`src/rtl/ins_queue.sv`:
```
// Instruction queue between fetch and decode: a 16-entry circular FIFO of {ins, pc}
// that issues at most one instruction per cycle, in order, when the ROB and the target unit can accept it.
module ins_queue #(
    parameter int DEPTH_LOG = 4
) (
    input  logic        clk_in,
    input  logic        rst_in,
    input  logic        rdy_in,
    input  logic        clr,
    input  logic        fetch_vld,
    input  logic [31:0] fetch_ins,
    input  logic [31:0] fetch_pc,
    output logic        fetch_full,
    input  logic        rob_full,
    input  logic        rs_full,
    input  logic        lsb_full,
    output logic        iss_flg,
    output logic [31:0] iss_ins,
    output logic [31:0] iss_pc,
    output logic        iss_to_lsb
);

    localparam int DEPTH = 1 << DEPTH_LOG;
    localparam logic [DEPTH_LOG:0] FULL_CNT   = {1'b1, {DEPTH_LOG{1'b0}}};
    localparam logic [DEPTH_LOG:0] ALMOST_CNT = FULL_CNT - 1'b1;

    logic [31:0] ins_mem [DEPTH];
    logic [31:0] pc_mem  [DEPTH];

    logic [DEPTH_LOG-1:0] head_q, head_d, tail_q, tail_d;
    logic [DEPTH_LOG:0]   count_q, count_d;
    logic                 iss_flg_q, iss_flg_d;
    logic [31:0]          iss_ins_q, iss_ins_d;
    logic [31:0]          iss_pc_q, iss_pc_d;
    logic                 iss_to_lsb_q, iss_to_lsb_d;

    logic [31:0] head_ins;
    logic        head_is_mem;
    logic        push_en;
    logic        pop_en;

    assign head_ins    = ins_mem[head_q];
    assign head_is_mem = (head_ins[6:0] == 7'b0000011) || (head_ins[6:0] == 7'b0100011);

    // One slot of slack covers a fetch already in flight when this rises.
    assign fetch_full = (count_q >= ALMOST_CNT);

    always_comb begin
        // NOTE: every signal gets a default before any branch, so no path leaves one unassigned and no latch is inferred.
        head_d       = head_q;
        tail_d       = tail_q;
        count_d      = count_q;
        iss_flg_d    = 1'b0;
        iss_ins_d    = iss_ins_q;
        iss_pc_d     = iss_pc_q;
        iss_to_lsb_d = iss_to_lsb_q;
        push_en      = 1'b0;
        pop_en       = 1'b0;

        if (clr) begin
            head_d  = '0;
            tail_d  = '0;
            count_d = '0;
        end else if (rdy_in) begin
            push_en = fetch_vld && (count_q != FULL_CNT);
            pop_en  = (count_q != '0) && !rob_full && (head_is_mem ? !lsb_full : !rs_full);

            if (push_en) begin
                tail_d = tail_q + 1'b1;
            end
            if (pop_en) begin
                head_d       = head_q + 1'b1;
                iss_flg_d    = 1'b1;
                iss_ins_d    = head_ins;
                iss_pc_d     = pc_mem[head_q];
                iss_to_lsb_d = head_is_mem;
            end
            if (push_en && !pop_en) begin
                count_d = count_q + 1'b1;
            end else if (pop_en && !push_en) begin
                count_d = count_q - 1'b1;
            end
        end
    end

    // NOTE: state registers use non-blocking assignments so every flop samples pre-edge values.
    always_ff @(posedge clk_in or posedge rst_in) begin
        if (rst_in) begin
            head_q       <= '0;
            tail_q       <= '0;
            count_q      <= '0;
            iss_flg_q    <= 1'b0;
            iss_ins_q    <= '0;
            iss_pc_q     <= '0;
            iss_to_lsb_q <= 1'b0;
        end else begin
            head_q       <= head_d;
            tail_q       <= tail_d;
            count_q      <= count_d;
            iss_flg_q    <= iss_flg_d;
            iss_ins_q    <= iss_ins_d;
            iss_pc_q     <= iss_pc_d;
            iss_to_lsb_q <= iss_to_lsb_d;
        end
    end

    // NOTE: storage is deliberately not reset; count gates every read, so contents never need clearing.
    always_ff @(posedge clk_in) begin
        if (push_en) begin
            ins_mem[tail_q] <= fetch_ins;
            pc_mem[tail_q]  <= fetch_pc;
        end
    end

    assign iss_flg    = iss_flg_q;
    assign iss_ins    = iss_ins_q;
    assign iss_pc     = iss_pc_q;
    assign iss_to_lsb = iss_to_lsb_q;

endmodule

```
`config.mk`:
```
export PLATFORM = sky130hd
export DESIGN_NAME = ins_queue
export DESIGN_NICKNAME = d
export VERILOG_FILES = /design/src/rtl/ins_queue.sv
export SDC_FILE = /design/constraint.sdc
export NUM_CORES = 1
export LEC_CHECK = 0
export CAP_MARGIN = 15
export CORE_ASPECT_RATIO = 1.4
export CORE_MARGIN = 8
export CORE_UTILIZATION = 55
export CTS_CLUSTER_SIZE = 28
export DETAILED_ROUTE_END_ITERATION = 16
export PLACE_DENSITY = 0.7
export SLEW_MARGIN = 20
export SYNTH_ARGS = -nofsm -noshare
export SYNTH_HDL_FRONTEND = slang
export SYNTH_SLANG_ARGS = --single-unit
```
`constraint.sdc`:
```
create_clock -name clk_in -period 17.03 [get_ports clk_in]
set_input_delay 3.406 -clock clk_in [delete_from_list [all_inputs] [get_ports clk_in]]
set_output_delay 3.406 -clock clk_in [all_outputs]
set_load 0.1 [all_outputs]
```
==> results.yml <==
cts:
  clockBufferDepth: 3
  cts_setup_buffers: 0
  clock-sinks: 1103
  htree_levels: 3
  worstSkewPairLatency_ns: 0.65
  postCtsHoldBufs: 0
  root_buffer: "clkbuf_16"
  cts_buffers: 98
  clkTransAtPathRegs_ns: 0.06
  cts.repair.resized: 0
  cts_tree: "built"
worst_hold_path:
  hp-start: "iss_pc[0]"
  hp-class: "register to register"
  hold_path_end: "iss_pc[0]"
  hold_depth: 1
worst_setup_path:
  r2r_slack_ns: 10.76
  startpoint: "clr"
  path_cells: "clkdlybuf4s50_1 > inv_1 > and3_1 > nand2_1 > nor2_4 > buf_4"
  critPathCaptureType: "register"
  reg2regPathDepth: 15
  critPathMaxStageDelay_ns: 0.87
  critPathRequiredTime_ns: 17.28
  slowest_stage: "nor2_4"
  crit_arrival_ns: 6.67
  reg2reg_from: "head_q[0]"
  reg2reg_to: "count_q[4]"
  critical_path_class: "primary input to register"
  startpoint_type: "primary input"
  cp_max_fo: 40
synth:
  syn-num-nets: 1863
  synthCells: 1781
  syn_area_per_cell_um2: 23.5
  synth_flop_cell: "edfxtp_1"
  ys_ff_latch: 1103
  synth_top_area_share_pct: 73.6
  synthTopCellsByCount: "edfxtp_1, mux4_2, dfrtp_1"
  yosys.area.top_type: "edfxtp_1"
  synth.area.top_cells: "edfxtp_1, mux4_2, dfrtp_1"
  synthArstFlopShare_pct: 7.16
  synth-edff-count: 1024
  yosysMostFrequentCell: "edfxtp_1"
  ys_seq_area_share_pct: 78.3
  ys_types: 41
  syn_area_um2: 41800
  yosys_warnings: 0
route:
  post_drt_wl_per_cell_um: 28.6
  avgViaCountPerCell: 6.21
  first_pass_iters: 7
  ant_nets: 0
  drt_iter0_markers: 1799
  drc: 0
  wl_mm: 86.4
  num_vias: 18785
placed_design:
  finalWeightedCongestion: 0.755
  placed_area_um2: 44500
  numPortBuffers: 138
  pre_cts_slack_ns: 9.96
  post-place-cells: 2834
  dp_hpwl_mm: 47.0
die:
  fp.dieW_um: 249
  fp-row-count: 119
  io_pins: 139
  die_h_um: 342
  start_util_pct: 55.6
  core_region_area_um2: 75200
  dieArea_um2: 85200
timing:
  slew_headroom_pct: 25.4
  fin_crit_sh_pct: 37.7
  rsz0062_at_grt: "no"
  layout_min_cycle_time_ns: 6.41
  slew_violations: 0
  fmax_ghz: 0.156
  setup_slack_ns: 10.62
  finalSetupViolCount: 0
  finalHoldViolations: 0
  finalClockSkew_ns: 0.0246
  worst_pin_slew_ns: 1.12
  hold_slack_ns: 0.508
  fin_tns_setup_ns: 0
layout:
  final_util_pct: 63.8
  fin_cells: 3023
  final_area_um2: 48000
  final_layout_size_suffix_gt1_share_pct: 27.0
  syn_to_final_growth_pct: 14.7
  fillers: 4898
  nets: 2049
power_and_ir_drop:
  powerDensity_nw_per_um2: 136
  peakVddDrop_uv: 134
  report.power.total_mw: 6.51
  leakage_nw: 15.0
grt:
  grt_pass1_wl_mm: 130
  grt_util_all_layers_pct: 20.3
  antenna_found_initial: 7
  grt-ovfl-total: 0
  grt_max_degree: 113
  grt_pass1_vias: 19998
flow_run:
  cap_viol_max_count: 0
outcome:
  status: "finished clean"
-- cell families after synthesis --
family,Yosys count,synth area share (%)
buf+inv,102,1.04
simple gates,91,0.967
flops,1103,78.3
xor+xnor,7,0.147
fa+ha+maj,10,0.317
compound gates,96,1.75
mux,372,17.5
-- layout make-up --
| class | instances | area (µm²) | share of cell area, % |
|---|---|---|---|
| clock buffer | 128 | 2730 | 5.69 |
| multi-input combinational | 576 | 8750 | 18.2 |
| antenna | 5 | 12.5 | 0.0261 |
| inverter | 8 | 35.0 | 0.0731 |
| sequential | 1103 | 32700 | 68.3 |
| clock inverter | 55 | 694 | 1.45 |
| timing repair buffer | 180 | 1790 | 3.73 |
| tap | 968 | 1210 | 2.53 |
-- critical path: cells and delay by family --
kind / cells / cell delay (ns)
buffers and inverters: 3 / 1.78
and+or+nand+nor: 3 / 1.43
-- worst max-delay path by stage --
stage	endpoint	slack, ns
after floorplan	ins_mem[3][0]	8.21
after global placement	pc_mem[15][14]	10.07
after detailed placement	pc_mem[15][15]	9.96
after CTS	pc_mem[15][15]	10.62
after global routing	count_q[4]	10.20
final	ins_mem[15][26]	10.62
-- layout by cell type, fill, tap and decap left out, types with 4 or more instances in the layout --
master / netlist / layout
ha_1: 9 / 9
mux2_2: 42 / 42
xor2_1: 4 / 4
a222oi_1: 18 / 18
a221oi_1: 18 / 18
edfxtp_1: 1024 / 1024
buf_4: 2 / 35
a21o_1: 20 / 20
a21oi_1: 23 / 23
nand2_1: 19 / 19
diode_2: 0 / 5
inv_1: 7 / 6
clkdlybuf4s50_1: 0 / 138
dfrtp_1: 79 / 76
clkinv_2: 0 / 18
mux2i_1: 42 / 42
bufinv_16: 0 / 16
a22oi_1: 8 / 8
clkbuf_8: 0 / 14
inv_6: 0 / 4
mux2_4: 10 / 10
nor2b_1: 5 / 5
clkinvlp_4: 0 / 4
nor2_1: 44 / 32
and2_1: 4 / 4
nand3_1: 5 / 5
clkinv_1: 1 / 11
nor3_2: 0 / 4
clkbuf_1: 51 / 15
nor2_4: 0 / 12
clkbuf_16: 0 / 99
mux4_2: 278 / 278
-- metal layers --
metal / part of all wire [%] / global-route usage [%]
met1: 40 / 26.9
met2: 52 / 34.9
met3: 5.8 / 3.57
met4: 2.2 / 5.72
met5: 0.012 / 0
-- registers in the layout, summed over array words and instances, names as in the netlist --
name	cells
ins_mem	512
pc_mem	512
iss_ins	32
iss_pc	32
count_q	5
head_q	4
tail_q	4
iss_flg	1
iss_to_lsb	1
-- power breakdown --
group	internal (mW)	total, mW	switching, mW	leakage [nW]
logic	0.297	1.07	0.778	3.19
clock network	1.37	2.33	0.954	1.68
registers	3.05	3.10	0.0525	10.2
total	4.72	6.51	1.78	15.0
Power figures use the tool's default switching activity.
